==> src/rtl/ysyx_220053_div_pkg.sv <==
// Shared definitions for the iterative integer divider.
// Contents: counter width, op encodings (DIV/DIVU/REM/REMU), FSM state
// encoding and small op-decode helpers.
package ysyx_220053_div_pkg;

    localparam int unsigned CNT_W = 7;
    localparam int unsigned OP_W  = 2;

    typedef enum logic [OP_W-1:0] {
        OP_DIV  = 2'b00,
        OP_DIVU = 2'b01,
        OP_REM  = 2'b10,
        OP_REMU = 2'b11
    } div_op_e;

    typedef enum logic [1:0] {
        S_IDLE = 2'b00,
        S_CALC = 2'b01,
        S_DONE = 2'b10
    } div_state_e;

    // Bit 0 of the op selects unsigned, bit 1 selects remainder.
    function automatic logic op_is_signed(input logic [OP_W-1:0] op);
        return ~op[0];
    endfunction

    function automatic logic op_is_rem(input logic [OP_W-1:0] op);
        return op[1];
    endfunction

endpackage

==> src/rtl/ysyx_220053_div_step.sv <==
// One combinational restoring-division step.
// Ports:
//   rem_sh      - partial remainder shifted left with the next dividend bit
//                 appended (one bit wider than XLEN)
//   divisor     - divisor magnitude
//   rem_next_c  - partial remainder after the conditional subtract
//   q_bit_c     - quotient bit produced by this step
module ysyx_220053_div_step #(
    parameter int unsigned XLEN = 64
) (
    input  logic [XLEN:0]   rem_sh,
    input  logic [XLEN-1:0] divisor,
    output logic [XLEN-1:0] rem_next_c,
    output logic            q_bit_c
);

    logic [XLEN-1:0] diff;

    // When the subtract succeeds the result is below the divisor, so the
    // low XLEN bits of the difference are exact.
    always_comb begin
        diff       = rem_sh[XLEN-1:0] - divisor;
        q_bit_c    = (rem_sh >= {1'b0, divisor});
        rem_next_c = q_bit_c ? diff : rem_sh[XLEN-1:0];
    end

endmodule

==> src/rtl/ysyx_220053_div.sv <==
// Iterative RV64M divider (DIV/DIVU/REM/REMU and W-variants).
// Ports:
//   clk, rst              - clock, synchronous active-high reset
//   in_valid/in_ready     - operation handshake (in_ready only in IDLE)
//   in_op, in_word        - op select and 32-bit W-variant select
//   in_a, in_b, in_rd     - dividend, divisor, destination tag
//   flush                 - abort any operation in flight
//   out_valid/out_ready   - result handshake
//   out_data, out_rd      - result and its destination tag
module ysyx_220053_div
    import ysyx_220053_div_pkg::*;
#(
    parameter int unsigned XLEN = 64,
    parameter int unsigned RD_W = 5
) (
    input  logic            clk,
    input  logic            rst,
    input  logic            in_valid,
    output logic            in_ready,
    input  logic [1:0]      in_op,
    input  logic            in_word,
    input  logic [XLEN-1:0] in_a,
    input  logic [XLEN-1:0] in_b,
    input  logic [RD_W-1:0] in_rd,
    input  logic            flush,
    output logic            out_valid,
    input  logic            out_ready,
    output logic [XLEN-1:0] out_data,
    output logic [RD_W-1:0] out_rd
);

    div_state_e      state, state_nxt;
    logic [CNT_W-1:0] cnt;
    logic [XLEN-1:0] rem_r, quo_r, dvs_r;
    logic            neg_q, neg_r, rem_sel, word_r;
    logic [RD_W-1:0] rd_r;

    logic            sgn, a_neg, b_neg, div_zero, ovf, special, accept;
    logic [XLEN-1:0] a_ext, b_ext, a_mag, b_mag, min_val;
    logic [XLEN-1:0] step_rem;
    logic            step_q;
    logic [XLEN-1:0] res_raw, res_sgn, res_fix;
    logic            res_neg;

    assign in_ready = (state == S_IDLE);

    // Operand conditioning: W-extension, magnitudes and special cases.
    always_comb begin
        sgn      = op_is_signed(in_op);
        a_ext    = in_a;
        b_ext    = in_b;
        if (in_word) begin
            a_ext = {{(XLEN-32){sgn & in_a[31]}}, in_a[31:0]};
            b_ext = {{(XLEN-32){sgn & in_b[31]}}, in_b[31:0]};
        end
        a_neg    = sgn & a_ext[XLEN-1];
        b_neg    = sgn & b_ext[XLEN-1];
        a_mag    = a_neg ? -a_ext : a_ext;
        b_mag    = b_neg ? -b_ext : b_ext;
        min_val  = in_word ? {{(XLEN-31){1'b1}}, {31{1'b0}}}
                           : {1'b1, {(XLEN-1){1'b0}}};
        div_zero = (b_ext == '0);
        ovf      = sgn & (b_ext == '1) & (a_ext == min_val);
        special  = div_zero | ovf;
        accept   = (state == S_IDLE) & in_valid & ~flush;
    end

    ysyx_220053_div_step #(.XLEN(XLEN)) u_step (
        .rem_sh     ({rem_r, quo_r[XLEN-1]}),
        .divisor    (dvs_r),
        .rem_next_c (step_rem),
        .q_bit_c    (step_q)
    );

    // Final sign correction and W-variant sign extension.
    always_comb begin
        res_raw = rem_sel ? rem_r : quo_r;
        res_neg = rem_sel ? neg_r : neg_q;
        res_sgn = res_neg ? -res_raw : res_raw;
        res_fix = word_r ? {{(XLEN-32){res_sgn[31]}}, res_sgn[31:0]} : res_sgn;
    end

    // State register.
    always_ff @(posedge clk) begin
        if (rst) state <= S_IDLE;
        else     state <= state_nxt;
    end

    // Next-state logic; flush overrides every transition.
    always_comb begin
        state_nxt = state;
        case (state)
            S_IDLE:  if (accept) state_nxt = special ? S_DONE : S_CALC;
            S_CALC:  if (cnt == CNT_W'(1)) state_nxt = S_DONE;
            S_DONE:  if (out_valid && out_ready) state_nxt = S_IDLE;
            default: state_nxt = S_IDLE;
        endcase
        if (flush) state_nxt = S_IDLE;
    end

    // Datapath and output registers.
    always_ff @(posedge clk) begin
        if (rst) begin
            cnt       <= '0;
            rem_r     <= '0;
            quo_r     <= '0;
            dvs_r     <= '0;
            neg_q     <= 1'b0;
            neg_r     <= 1'b0;
            rem_sel   <= 1'b0;
            word_r    <= 1'b0;
            rd_r      <= '0;
            out_valid <= 1'b0;
            out_data  <= '0;
            out_rd    <= '0;
        end else begin
            if (accept) begin
                rem_sel <= op_is_rem(in_op);
                word_r  <= in_word;
                rd_r    <= in_rd;
                dvs_r   <= b_mag;
                // Special cases preload the final answer with no sign fix-up.
                if (div_zero) begin
                    cnt   <= '0;
                    quo_r <= '1;
                    rem_r <= a_ext;
                    neg_q <= 1'b0;
                    neg_r <= 1'b0;
                end else if (ovf) begin
                    cnt   <= '0;
                    quo_r <= a_ext;
                    rem_r <= '0;
                    neg_q <= 1'b0;
                    neg_r <= 1'b0;
                end else begin
                    cnt   <= CNT_W'(XLEN);
                    quo_r <= a_mag;
                    rem_r <= '0;
                    neg_q <= a_neg ^ b_neg;
                    neg_r <= a_neg;
                end
            end

            // quo_r shifts dividend bits out of the top and quotient bits in.
            if (state == S_CALC) begin
                rem_r <= step_rem;
                quo_r <= {quo_r[XLEN-2:0], step_q};
                cnt   <= cnt - CNT_W'(1);
            end

            if (flush) begin
                out_valid <= 1'b0;
            end else if (state == S_DONE && !out_valid) begin
                out_valid <= 1'b1;
                out_data  <= res_fix;
                out_rd    <= rd_r;
            end else if (state == S_DONE && out_ready) begin
                out_valid <= 1'b0;
            end
        end
    end

endmodule

==> config.mk <==
export PLATFORM = sky130hd
export DESIGN_NAME = ysyx_220053_div
export DESIGN_NICKNAME = d
export VERILOG_FILES = /design/src/rtl/ysyx_220053_div_pkg.sv /design/src/rtl/ysyx_220053_div_step.sv /design/src/rtl/ysyx_220053_div.sv
export SDC_FILE = /design/constraint.sdc
export NUM_CORES = 1
export LEC_CHECK = 0
export ABC_CLOCK_PERIOD_IN_PS = 5610
export CAP_MARGIN = 30
export CORE_MARGIN = 3
export CORE_UTILIZATION = 35
export CTS_BUF_LIST = sky130_fd_sc_hd__clkbuf_4
export CTS_CLUSTER_DIAMETER = 150
export DETAILED_ROUTE_END_ITERATION = 6
export PLACE_DENSITY = 0.56
export SKIP_CTS_REPAIR_TIMING = 1
export SLEW_MARGIN = 20
export SYNTH_ARGS = -nofsm -noshare
export SYNTH_HDL_FRONTEND = slang
export SYNTH_SLANG_ARGS = --single-unit
==> constraint.sdc <==
create_clock -name clk -period 5.61 [get_ports clk]
set_input_delay 0.561 -clock clk [delete_from_list [all_inputs] [get_ports clk]]
set_output_delay 0.561 -clock clk [all_outputs]
set_load 0.05 [all_outputs]
# == Word level (Yosys, flattened, before mapping) ==
# Index checks and enable logic that the tools add are counted.
# op_classes
add_sub_neg,5
order_cmp,1
n_eq_ne,8
n_mux,32
bitwise,12
n_reduce_logical,11
# op_table
operator,count
64-bit 2-to-1 mux,15
64-bit negation,3
65-bit by 64-bit >= comparator with 1-bit output,1
64-bit equality test,1
"64-bit equality test, second input constant",1
64-bit zero test,1
64-bit subtractor,1
63-bit 2-to-1 mux,1
7-bit 2-to-1 mux,4
1-bit AND,8
2-bit 2-to-1 mux,4
"7-bit by 1-bit equality test with 1-bit output, second input constant",1
1-bit 2-to-1 mux,7
"7-bit by 1-bit subtractor with 7-bit output, second input constant",1
2-bit case mux with 3 select lines,1
"2-bit inequality test, second input constant",2
2-bit nonzero test,2
1-bit logical AND,3
3-bit AND reduction,1
"2-bit by 1-bit equality test with 1-bit output, second input constant",1
"2-bit equality test, second input constant",1
2-bit zero test,1
"2-bit by 1-bit inequality test with 1-bit output, second input constant",1
1-bit NOT,2
5 further kinds,5
# word_totals
reg_bits,280
in_bits,141
out_inout_bits,71
elab_cells,82

# == Logic depth before layout (Yosys ltp) ==
# Gate-level depths: netlist (run 1).
# logic_depth
ltp_word,10
ltp_mapped,18
ltp_nobuf,14

# == Modules after synthesis ==
# From an unflattened synthesis (run 1), not the netlist that was laid out.
# unflattened
cells_unflattened,3226
hier_area_um2,23272.3
# modules_own_cells
module,instances,cells_per_inst,area_per_inst_um2,seq_area_each_um2
ysyx_220053_div,1,2469,18480.2,5605.4
ysyx_220053_div_step,1,757,4792.1,0.0

# == Worst setup path before layout (run 1) ==
# Ideal clock, no wire load.
# synth_path
kind,reg2reg
from,register rem_sel
to,register out_data[60]
t_arrival_ns,4.619
required_time_ns,5.495
slack_ns,0.876
stages_incl_launch_ff,19
n_path_buf,7
synth_period_minus_slack_ns,4.734
path_cell_list,dfxtp_1 buf_2 buf_2 buf_2 buf_1 buf_2 buf_2 buf_2 mux2i_1 ha_1 nand2_1 nor4_1 nand4_1 or4_1 nor3_1 and4_1 a31oi_1 xnor2_1 a21bo_2
# synth_between
elab_chain_len,4
elab_cells_between_ends,5
# synth_lines
element,line_no,source
start: declaration,ysyx_220053_div.sv:35,"logic neg_q, neg_r, rem_sel, word_r;"
start signal: assignment,ysyx_220053_div.sv:118,rem_sel <= op_is_rem(in_op);
64-bit 2-to-1 mux,ysyx_220053_div.sv:77,res_raw = rem_sel ? rem_r : quo_r;
64-bit negation,ysyx_220053_div.sv:79,res_sgn = res_neg ? -res_raw : res_raw;
64-bit 2-to-1 mux (*),ysyx_220053_div.sv:79,
64-bit 2-to-1 mux (*),ysyx_220053_div.sv:80,"res_fix = word_r ? {{(XLEN-32){res_sgn[31]}}, res_sgn[31:0]} : res_sgn;"
end signal: assignment,ysyx_220053_div.sv:155,out_data <= res_fix;
end: declaration,ysyx_220053_div.sv:28,"output logic [XLEN-1:0] out_data,"
# Every way passes the cells marked *; elsewhere a longest branch is shown, timed or not.
# A chain may end at the register's enable or synchronous reset.

# == Worst setup path in the final report (run 1) ==
# Same ends and word-level chain as after synthesis.

==> impl_metrics.yaml, run 1 <==
synthesis:
  synth_nets: 3239
  synth_flop_cell: "dfxtp_1"
  synth_cells: 3027
  ys_seq_area_share_pct: 25.5
  ys_seq_elements: 280
  synth-async-reset-ratio_pct: 0
  synth_edf_count: 0
  syn_area_mm2: 0.0219
  ys_warn_count: 0
  ys_types: 76
  avgSynthCellArea_um2: 7.25
setup_path:
  crit_path_cell_trace: "mux2i_1 -> o21ai_0 -> nor4_1 -> nand4_1 -> or4_1 -> nor3_1 -> and4_1 -> a31oi_1 -> xnor2_1 -> a21bo_2"
  crit_family: "simple AND/OR/NAND/NOR gates"
  crit_path_top_delay_cell: "dfxtp_4"
  cp_max_fo: 69
  critPathKind: "flop to flop"
  cp_num_buf_inv: 0
  crit_path_max_incr_delay_ns: 0.89
  crit_arrival_ns: 5.20
  cp-start-kind: "flop"
  endpoint_kind: "flop"
  worstPathRequired_ns: 6.31
route:
  wl_per_cell_um: 21.7
  viasPerCell: 5.78
  ant_nets: 0
  drc: 0
  firstDrtPassIters: 5
  drtIter0Drc: 1758
  num_vias: 23300
  drt_wl_total_mm: 87.8
sta:
  max_slew_margin_pct: 28.8
  slew_violations: 0
  setup_viol: 0
  fin_setup_tns_ns: 0
  rsz0062_at_grt: "false"
  worst_slack_ns: 1.10
  timing.fmax_mhz: 222
  worst_pin_slew_ns: 1.07
  post-route-period-util_pct: 80.4
  clock_skew_ns: 0.0562
  hold_viol: 0
  fin_crit_ns: 4.51
global_route:
  grt_usage_pct: 25.5
  grt_antenna_before_repair: 6
  grt_pass1_wl_mm: 133
  grt_pass1_vias: 22000
  grt_max_degree: 176
  grt-ovfl-total: 0
finish:
  area_growth_pct: 17.1
  fin_util_pct: 41.6
  layout-drive-gt1-share_pct: 7.81
  finalNetCount: 3354
  n_fill_cell: 6431
die:
  die-area_mm2: 0.0658
  io_pins: 212
  die_w_um: 256
  initial_core_util_pct: 35.5
  core_mm2: 0.0618
  dieHeight_um: 256
  rows: 91
cts:
  cts_root_buffer: "clkbuf_4"
  h-tree-depth: 3
  clock_latency_ns: 0.82
  clk_pin_slew_ns: 0.07
  cts_max_path_buffers: 3
  cts_made_buffers: 82
  cts_num_sinks: 280
  cts_tree: "built"
hold_path:
  worstHoldPathType: "input pin to flop"
power:
  p_total_uw: 6930
  max-vdd-ir-drop_mv: 0.160
  p_leak_uw: 0.00951
  p_per_area_mw_per_mm2: 270
job:
  drv_cap: 0
placement:
  portBuffers: 211
  pre_cts_ws_ns: 0.696
  hpwl_mm: 67.0
  gp_congestion: 0.966
outcome:
  status: "finished clean"
## cell usage after synthesis, types with 7 or more instances
cell      instances  area [um2]
o221ai_1          9        78.8
a21o_1           38         285
a221oi_1         70         613
nor2_1          249         935
o211ai_1         21         158
o21a_1            7        52.6
nand2_1         298        1120
nor3_1          132         661
buf_4             8        60.1
a31oi_1          44         275
ha_1             70         876
buf_1            11        41.3
o21bai_1         17         128
xor2_1          122        1070
nor2b_1          16         100
mux2i_1          95         951
o41ai_1          11        96.3
clkbuf_1        184         691
or3_1            29         181
and2_1           14        87.6
nor3b_1          16         120
or4_1            17         128
o22ai_1          15        93.8
xnor2_1         103         902
a21oi_1         302        1510
and3_1           22         138
nand2b_1         12        75.1
nand4_1          41         257
dfxtp_1         280        5610
nand3_1          69         345
o21ai_0         240        1200
or2_2            20         125
a311oi_1         11        96.3
nor4_1           35         219
inv_1           147         552
mux2_2           23         259
buf_2            18        90.1
a211oi_1         92         691
o31ai_1          28         210
## flip-flops by register name (all words and copies together), names as in the netlist
register,flops
out_valid,1
rem_r,64
rd_r,5
quo_r,64
word_r,1
cnt,7
out_data,64
rem_sel,1
dvs_r,64
state,2
out_rd,5
neg_r,1
neg_q,1
## where the power goes
part / switching (uW) / internal, uW / total, uW
sequential: 162 / 2100 / 2270
clock: 967 / 1040 / 2010
combinational: 1650 / 1020 / 2660
## metrics by stage
step           std cells  hold slack, ns  area, um2
5_1_grt             4038           0.242      25700
3_5_place_dp        3894           0.447      24600
4_1_cts             4035           0.179      25700
2_1_floorplan       3027           0.432      21900
3_3_place_gp        3894           0.437      24600
6_report            4038           0.273      25700
## placed cells by master (no fill, tap or decap), types with 70 or more instances in the layout
cell and count:
a211oi_1 92, a21oi_1 302, a221oi_1 70, clkbuf_4 115
clkdlybuf4s50_1 209, dfxtp_1 279, ha_1 70, inv_1 147
mux2i_1 94, nand2_1 296, nor2_1 246, nor3_1 130
o21ai_0 240, xnor2_1 103, xor2_1 122
## path summary, 6_finish.rpt
| path | from | end | slack [ns] | cells past startpoint |
|---|---|---|---|---|
| max reg2reg | rem_sel | out_data[60] | 1.10 | 10 |
| min reg2reg | out_data[16] | out_data[16] | 0.45 | 2 |
| max | rem_sel | out_data[60] | 1.10 | 10 |
| min | rst | neg_q | 0.27 | 2 |
## kinds of logic after synthesis
logic type	Yosys count	synth area share, %
simple gates	992	21.4
xor+xnor	225	8.98
fa+ha+maj	71	4.08
flops	280	25.5
compound gates	971	27.9
mux	118	5.51
buf+inv	370	6.64
## final cells by class
class / count / area, um2 / share of cell area (%)
timing repair buffer: 254 / 2490 / 9.70
sequential: 280 / 5610 / 21.8
antenna: 2 / 5.00 / 0.0195
inverter: 147 / 552 / 2.15
multi-input combinational: 2377 / 14900 / 58.2
clock buffer: 115 / 863 / 3.36
tap: 837 / 1050 / 4.08
clock inverter: 26 / 180 / 0.701
## worst reg2reg max path, delay by kind of cell (launching register included)
family | cells | cell delay [ns]
simple gates | 5 | 2.39
xor+xnor | 1 | 0.17
flops | 1 | 0.89
compound gates | 3 | 0.55
mux | 1 | 0.41
## metal layers
layer / part of all wire (%) / global-route usage (%)
met4: 2.9 / 8.69
met2: 43 / 38.4
met3: 6.3 / 3.51
met1: 48 / 37.3
met5: 0.015 / 0
Power figures use the tool's default switching activity.
==> run 2: changes to the inputs <==
ABC_CLOCK_PERIOD_IN_PS = 3800   (was 5610)
PLACE_DENSITY = 0.58   (was 0.56)
clock period = 3.8 ns   (was 5.61 ns; I/O delays follow)
==> run 2 against run 1 <==
  * Hold slack worse by 0.15 ns
  * First-iteration DRC count is 33% higher
  * Cell area is 6.8% higher
  * Non-clock buffer count is 222 higher
  * Cell count is 5.4% higher
  * Global-route usage is 0.61 points lower
  * Count of clock-buffer cells in the layout stayed put
  * Die area stayed put
  * Critical endpoint unchanged
  * Fmax is 26% higher
  * Core utilization is 2.8 points higher
==> impl_metrics.yaml, run 2 (synthesis results as in run 1) <==
finish:
  final_cell_mix: "a21oi_1, nand2_1, dfxtp_1"
  finalNetCount: 3574
  n_fill_cell: 6493
  area_growth_pct: 25.1
  fin_util_pct: 44.4
  final_common_cell: "a21oi_1"
  layout-drive-gt1-share_pct: 13.7
power:
  p_sw_share_pct: 39.3
  comb_power_share_pct: 41.5
  p_leak_uw: 0.0106
  p_clk_share_pct: 27.2
  max-vdd-ir-drop_mv: 0.211
  seqPwrFrac_pct: 31.4
  internal-power_uw: 6360
  p_per_area_mw_per_mm2: 381
  p_switching_uw: 4110
setup_path:
  cp_max_fo: 31
  crit_top_cell: "nor3_1"
  reg2reg_depth: 11
  endpoint_kind: "flop"
  critPathKind: "flop to flop"
  cp-start-kind: "flop"
  crit_arrival_ns: 4.32
  crit_path_cell_trace: "buf_12 -> mux2i_1 -> o211ai_1 -> nor3_1 -> nand3_1 -> o31ai_1 -> xor2_1 -> nand2_1 -> nor3_1 -> a31oi_1 -> a21bo_2"
  crit_path_max_incr_delay_ns: 0.54
  crit_path_top_delay_cell: "dfxtp_4"
  worstPathRequired_ns: 4.55
global_route:
  grt_max_degree: 105
  grt-ovfl-total: 0
  grt_pass1_wl_mm: 131
  grt_pass1_vias: 22000
  grt_antenna_before_repair: 5
  grt_usage_pct: 24.9
sta:
  clock_skew_ns: 0.0461
  fin_crit_ns: 3.57
  max_slew_margin_pct: 38.1
  worst_slack_ns: 0.229
  worst_pin_slew_ns: 0.918
  hold_ws_ns: 0.126
  slew_violations: 0
  rsz0062_at_grt: "false"
  hold_viol: 0
  timing.fmax_mhz: 280
  fin_setup_tns_ns: 0
  setup_viol: 0
  post-route-period-util_pct: 94.0
hold_path:
  worstHoldPathType: "input pin to flop"
  hold-path-cell-count: 3
cts:
  clock_latency_ns: 0.81
  cts_num_sinks: 280
  cts_tree: "built"
  cts_root_buffer: "clkbuf_4"
  cts_made_buffers: 80
  cts_max_path_buffers: 3
  clk_pin_slew_ns: 0.07
  h-tree-depth: 3
die:
  die_w_um: 256
  initial_core_util_pct: 35.5
  rows: 91
  die-area_mm2: 0.0658
  dieHeight_um: 256
  io_pins: 212
  core_mm2: 0.0618
outcome:
  status: "finished clean"
placement:
  hpwl_mm: 66.7
  gp_congestion: 1.03
  pre_cts_ws_ns: -0.0336
  portBuffers: 211
route:
  drtIter0Drc: 2333
  ant_nets: 0
  drt_wl_total_mm: 85.8
  wl_per_cell_um: 20.2
  viasPerCell: 5.61
  num_vias: 23900
  drc: 0
  firstDrtPassIters: 6
job:
  drv_cap: 0
run 2: critical path: cells and delay by family (launching register included):
family / cells / cell delay [ns]
AO/OA/AOI/OAI: 4 / 0.80
multiplexers: 1 / 0.38
flip-flops: 1 / 0.54
buffers and inverters: 1 / 0.24
AND/OR/NAND/NOR: 4 / 1.14
XOR/XNOR: 1 / 0.40
run 2: power by group through the flow:
stage / logic [uW] / registers (uW) / clock network, uW
detailed placement: 4230 / 3340 / 0
global placement: 4250 / 3340 / 0
global route: 4720 / 3300 / 3060
CTS: 4250 / 3270 / 2920
finish: 4340 / 3280 / 2840
floorplan: 2760 / 3290 / 0
run 2: area by class of cell:
cell class	count	area, um2	share of cell area [%]
Clock inverter	23	116	0.424
Timing Repair Buffer	476	4280	15.6
Tap cell	837	1050	3.82
Antenna cell	1	2.50	0.00912
Sequential cell	280	5610	20.4
Multi-Input combinational cell	2377	15000	54.6
Clock buffer	115	863	3.15
Inverter	147	552	2.01
run 2: per-stage QoR:
stage	power (uW)	cell area [um2]	std cells
after floorplan	6050	22000	3027
after global placement	7580	26400	4113
after detailed placement	7570	26400	4114
after CTS	10400	27400	4252
after global routing	11100	27400	4256
final	10500	27400	4256
run 2: worst paths after layout:
kind	start	to	slack, ns
worst min register to register	out_data[9]	out_data[9]	0.45
worst max register to register	rem_sel	out_data[60]	0.23
worst max-delay path	rem_sel	out_data[60]	0.23
worst min-delay path	in_op[1]	rem_sel	0.13
run 2: metal layers:
layer / vias to the layer above / global-route usage [%] / routed length [um]
li1: 11700 / - / -
met1: 11000 / 36.3 / 40300
met2: 977 / 37.1 / 36100
met3: 157 / 3.95 / 6760
met4: 4 / 8.71 / 2560
met5: - / 0 / 25
